## config.mk

```make
export PLATFORM = sky130hd
export DESIGN_NAME = stream_upsizer
export DESIGN_NICKNAME = d
export VERILOG_FILES = /design/src/rtl/stream_upsizer.sv
export SDC_FILE = /design/constraint.sdc
export NUM_CORES = 1
export LEC_CHECK = 0
export CELL_PAD_IN_SITES_DETAIL_PLACEMENT = 0
export CELL_PAD_IN_SITES_GLOBAL_PLACEMENT = 1
export CORE_AREA = 2 2 162 124
export CTS_CLUSTER_DIAMETER = 100
export DETAILED_ROUTE_END_ITERATION = 7
export DIE_AREA = 0 0 164 126
export HOLD_SLACK_MARGIN = 0.05
export PLACE_DENSITY = 0.81
export SLEW_MARGIN = 10
export SYNTH_ARGS = -nofsm -noshare
export SYNTH_HDL_FRONTEND = slang
export SYNTH_SLANG_ARGS = --single-unit
```

## constraint.sdc

```tcl
create_clock -name aclk -period 2.1 [get_ports aclk]
set_clock_uncertainty 0.15 [all_clocks]
set_input_delay 0.42 -clock aclk [delete_from_list [all_inputs] [get_ports aclk]]
set_output_delay 0.42 -clock aclk [all_outputs]
set_load 0.005 [all_outputs]
```

## src/rtl/stream_upsizer.sv

```systemverilog
// stream_upsizer: packs RATIO consecutive narrow valid/ready beats into one wide
// output word. Lane 0 holds the first beat. A beat with s_last_i closes a partial
// word early, and that word is marked last. The output side is fully registered.
// The only combinational input-to-output path is m_ready_i -> s_ready_o.
//
// Ports:
//   aclk        clock
//   areset_n    synchronous active-low reset
//   s_data_i    input beat (IN_WIDTH)
//   s_last_i    final beat of a packet
//   s_valid_i   input beat valid
//   s_ready_o   upsizer can accept a beat
//   m_data_o    packed word; lane k = bits [k*IN_WIDTH +: IN_WIDTH]
//   m_keep_o    lane-valid mask (RATIO)
//   m_last_o    word contains the packet's final beat
//   m_valid_o   output word valid
//   m_ready_i   downstream accepts the word
//   m_parity_o  per-lane even parity (RATIO); present only when
//               STREAM_UPSIZER_PARITY_EN is defined
module stream_upsizer #(
    parameter int unsigned IN_WIDTH = 32,
    parameter int unsigned RATIO    = 4
) (
    input  logic                      aclk,
    input  logic                      areset_n,
    input  logic [IN_WIDTH-1:0]       s_data_i,
    input  logic                      s_last_i,
    input  logic                      s_valid_i,
    output logic                      s_ready_o,
    output logic [IN_WIDTH*RATIO-1:0] m_data_o,
    output logic [RATIO-1:0]          m_keep_o,
    output logic                      m_last_o,
    output logic                      m_valid_o,
    input  logic                      m_ready_i
`ifdef STREAM_UPSIZER_PARITY_EN
    ,
    output logic [RATIO-1:0]          m_parity_o
`endif
);

    localparam int unsigned OutW = IN_WIDTH * RATIO;
    localparam int unsigned CntW = (RATIO > 1) ? $clog2(RATIO) : 1;
    localparam logic [CntW-1:0] CntMax = CntW'(RATIO - 1);
    localparam logic [RATIO-1:0] KeepLane0 = {{(RATIO-1){1'b0}}, 1'b1};

    typedef enum logic {StFill, StHold} state_e;

    state_e              state_q;
    logic [CntW-1:0]     cnt_q;
    logic [OutW-1:0]     acc_q;
    logic [RATIO-1:0]    keep_q;
    logic                last_q;
`ifdef STREAM_UPSIZER_PARITY_EN
    logic [RATIO-1:0]    parity_q;
`endif

    logic in_acc;
    logic out_acc;

    assign s_ready_o = areset_n && ((state_q == StFill) || m_ready_i);
    assign m_valid_o = (state_q == StHold);
    assign in_acc    = s_valid_i && s_ready_o;
    assign out_acc   = m_valid_o && m_ready_i;

    assign m_data_o  = acc_q;
    assign m_keep_o  = keep_q;
    assign m_last_o  = last_q;
`ifdef STREAM_UPSIZER_PARITY_EN
    assign m_parity_o = parity_q;
`endif

    always_ff @(posedge aclk) begin
        if (!areset_n) begin
            state_q  <= StFill;
            cnt_q    <= '0;
            acc_q    <= '0;
            keep_q   <= '0;
            last_q   <= 1'b0;
`ifdef STREAM_UPSIZER_PARITY_EN
            parity_q <= '0;
`endif
        end else begin
            unique case (state_q)
                StFill: begin
                    if (in_acc) begin
                        acc_q[cnt_q*IN_WIDTH +: IN_WIDTH] <= s_data_i;
                        keep_q[cnt_q] <= 1'b1;
`ifdef STREAM_UPSIZER_PARITY_EN
                        parity_q[cnt_q] <= ^s_data_i;
`endif
                        if (cnt_q == CntMax || s_last_i) begin
                            state_q <= StHold;
                            last_q  <= s_last_i;
                            cnt_q   <= '0;
                        end else begin
                            cnt_q <= cnt_q + 1'b1;
                        end
                    end
                end
                StHold: begin
                    if (out_acc) begin
                        if (in_acc) begin
                            // Word leaves and the new beat opens the next one in lane 0.
                            acc_q  <= OutW'(s_data_i);
                            keep_q <= KeepLane0;
`ifdef STREAM_UPSIZER_PARITY_EN
                            parity_q <= {{(RATIO-1){1'b0}}, ^s_data_i};
`endif
                            if (s_last_i) begin
                                state_q <= StHold;
                                last_q  <= 1'b1;
                                cnt_q   <= '0;
                            end else begin
                                state_q <= StFill;
                                last_q  <= 1'b0;
                                cnt_q   <= CntW'(1);
                            end
                        end else begin
                            state_q <= StFill;
                            acc_q   <= '0;
                            keep_q  <= '0;
                            last_q  <= 1'b0;
`ifdef STREAM_UPSIZER_PARITY_EN
                            parity_q <= '0;
`endif
                        end
                    end
                end
                default: state_q <= StFill;
            endcase
        end
    end

endmodule

```

==> results.yml <==
grt:
  grt_pass1_wl_um: 32100
  grt_antenna_before_repair: 0
  globalRouteOverflowTotal: 0
  grt_max_degree: 83
  grt_pass1_vias: 5412
  grt_use_total_pct: 20.2
sta:
  tns_ns: 0
  setup_viol: 0
  worst_pin_slew_ns: 0.422
  slew_headroom_pct: 71.8
  finalCriticalPeriod_ns: 1.98
  finalMaxSlewViolations: 0
  hold_viol_final: 0
  fin_crit_sh_pct: 94.1
  rsz0062_at_grt: "false"
  worst_slack_ns: 0.123
  hold_ws_ns: 0.298
  max_freq_ghz: 0.506
clocking:
  path_clk_slew_ns: 0.06
  clkLatencyLatePin_ns: 0.42
  postCtsSetupRepairBufs: 0
  cts-root-buf: "clkbuf_16"
  htree_levels: 4
  cts_buffers: 17
  cts_tree: "built"
  clock_path_buffers: 2
  clock-sinks: 136
floorplan:
  core_sq_um: 19100
  die_area_sq_um: 20700
  start_util_pct: 30.6
  die_x_um: 164
  boundaryPins: 172
  die_h_um: 126
  row_count: 44
yosys:
  synth_area_sq_um: 5840
  synth_enable_flop_cells: 0
  syn_inst: 667
  synth_seq_area_share_pct: 46.6
  synth_nets: 712
  synth-warning-count: 0
  synth_ff_type: "dfxtp_1"
  ys_async_sr_fraction_pct: 0
  yosysUniqueCellTypes: 38
  synth_area_per_cell_sq_um: 8.75
  ys_ff_latch: 136
power_and_ir_drop:
  p_sw_mw: 1.59
  pwr_density_cell_nw_per_um2: 784
  swShare_pct: 23.5
  p_int_mw: 5.18
  p_leak_nw: 2.84
  power_frac_clock_pct: 50.2
  seq_power_share_pct: 39.6
  combPwrFrac_pct: 10.2
  vdd_drop_max_mv: 0.454
worst_setup_path:
  regToRegEndpoint: "m_data_o[37]$_SDFFE_PN0P_"
  crit_path_end_kind: "output pin"
  start_kind: "input pin"
  arrival_ns: 1.41
  worstPathMaxFanout: 2
  worst_r2r_path_depth: 7
  timing.rr.start: "cnt_q[1]$_SDFFE_PN0P_"
  rrSetupSlack_ns: 0.21
  worstPathRequired_ns: 1.53
  worstSetupPathType: "input pin to output pin"
drt:
  wl_per_cell_um: 19.8
  routed_wl_um: 21400
  drc: 0
  vias_per_cell: 5.46
  via_count: 5885
  drt_iter0_markers: 618
  dr.pass1.iters: 5
  antenna_left: 0
layout:
  layout_common_cells: "clkdlybuf4s50_1 (169), dfxtp_1 (136), nand2_1 (117), o21ai_0 (82), o2111ai_1 (77)"
  synthToLayoutAreaGrowth_pct: 48.0
  final_cells: 1078
  final_nets: 857
  drive_above_1_share_pct: 10.8
  final_common_cell: "clkdlybuf4s50_1"
  nFillCells: 1805
  design_area_sq_um: 8640
  antenna_cells: 0
placed_design:
  placed_area_sq_um: 7970
  dp_cells: 1046
  place_ws_ns: -0.113
  routabilityCongestion: 0.793
  port_buffers: 171
  hpwl_um: 14300
flow_run:
  maxCapViolCount: 0
outcome:
  status: "finished clean"
hold_path:
  hp-class: "flip-flop to flip-flop"
  worstHoldStart: "m_data_o[119]$_SDFFE_PN0P_"
  hold_end: "m_data_o[119]$_SDFFE_PN0P_"
  hold_depth: 2
worst max-delay path by stage:
| stage | to | slack [ns] | from | depth (start not counted) |
|---|---|---|---|---|
| 4_1_cts | s_ready_o | 0.11 | m_ready_i | 4 |
| 6_report | s_ready_o | 0.12 | m_ready_i | 4 |
| 3_5_place_dp | s_ready_o | -0.11 | m_ready_i | 4 |
| 5_1_grt | m_data_o[41]$_SDFFE_PN0P_ | 0.06 | cnt_q[1]$_SDFFE_PN0P_ | 7 |
| 3_3_place_gp | m_data_o[70]$_SDFFE_PN0P_ | -0.11 | s_valid_i | 5 |
| 2_1_floorplan | m_data_o[123]$_SDFFE_PN0P_ | 0.10 | cnt_q[0]$_SDFFE_PN0P_ | 7 |
area by class of cell:
class                           instances  area, sq um  area share (%)
Sequential cell                       136         2720            31.5
Multi-Input combinational cell        444         2700            31.3
Timing Repair Buffer                  210         2210            25.6
Clock buffer                           21          480            5.56
Tap cell                              253          317            3.66
Clock inverter                         11          193            2.23
Inverter                                3         11.3           0.130
metal layers:
metal  track usage, %  part of all wire (%)  wire length, um  up-vias
met5                0                     0                0        -
met4             5.57                   1.3              269        0
met3             6.95                   8.7             1860       16
met2             28.1                    42             8980      233
met1             29.5                    48            10300     2850
li1                 -                     -                -     2786
logic make-up (layout without fill, tap and decap cells):
family | Yosys count | after routing | synth area share, %
AO/OA/AOI/OAI | 249 | 249 | 28.7
AND/OR/NAND/NOR | 184 | 184 | 15.2
flip-flops | 136 | 136 | 46.6
buffers and inverters | 87 | 245 | 7.22
adder cells (fa/ha/maj) | 8 | 8 | 1.71
multiplexers | 3 | 3 | 0.514
critical path, stage by stage:
cell	delay, ns
clkdlybuf4s50_1	0.41
nand2b_1	0.16
and2_1	0.16
dlygate4sd2_1	0.26
cell usage after synthesis, types with 4 or more instances:
master / count / share of area, %
a21boi_0: 4 / 0.51
and4b_1: 4 / 0.69
buf_2: 33 / 2.8
buf_4: 5 / 0.64
buf_6: 4 / 0.77
clkbuf_1: 38 / 2.4
clkbuf_2: 4 / 0.34
dfxtp_1: 136 / 47
ha_1: 8 / 1.7
nand2_1: 117 / 7.5
nand4_1: 35 / 3.8
nor2_1: 4 / 0.26
nor2b_1: 7 / 0.75
o2111ai_1: 77 / 12
o21ai_0: 82 / 7.0
o21ai_1: 47 / 4.0
o22ai_1: 22 / 2.4
o22ai_2: 10 / 2.1
sequential cells by signal, summed over array words and instances (netlist names):
name	count
cnt_q	2
m_data_o	128
m_keep_o	4
m_last_o	1
m_valid_o	1
metrics by stage:
step / power (mW) / util [%]
2_1_floorplan: 3.03 / -
3_3_place_gp: 3.42 / 41.7
3_5_place_dp: 3.42 / 41.7
4_1_cts: 6.81 / 45.2
5_1_grt: 6.97 / 45.2
6_report: 6.77 / 45.2
power by group through the flow:
stage / logic [mW] / registers (mW) / clock network, mW
6_report: 0.693 / 2.68 / 3.40
5_1_grt: 0.740 / 2.68 / 3.55
4_1_cts: 0.691 / 2.68 / 3.44
3_5_place_dp: 0.689 / 2.73 / 0
3_3_place_gp: 0.692 / 2.73 / 0
2_1_floorplan: 0.298 / 2.74 / 0
repair_timing:
item / in CTS / in global routing
setup endpoints to repair: 1 / 0
hold buffers: 0 / 0
gates resized for setup: 1 / 0
endpoints found under the hold margin: 0 / 0
(Power assumes the default switching activity.)
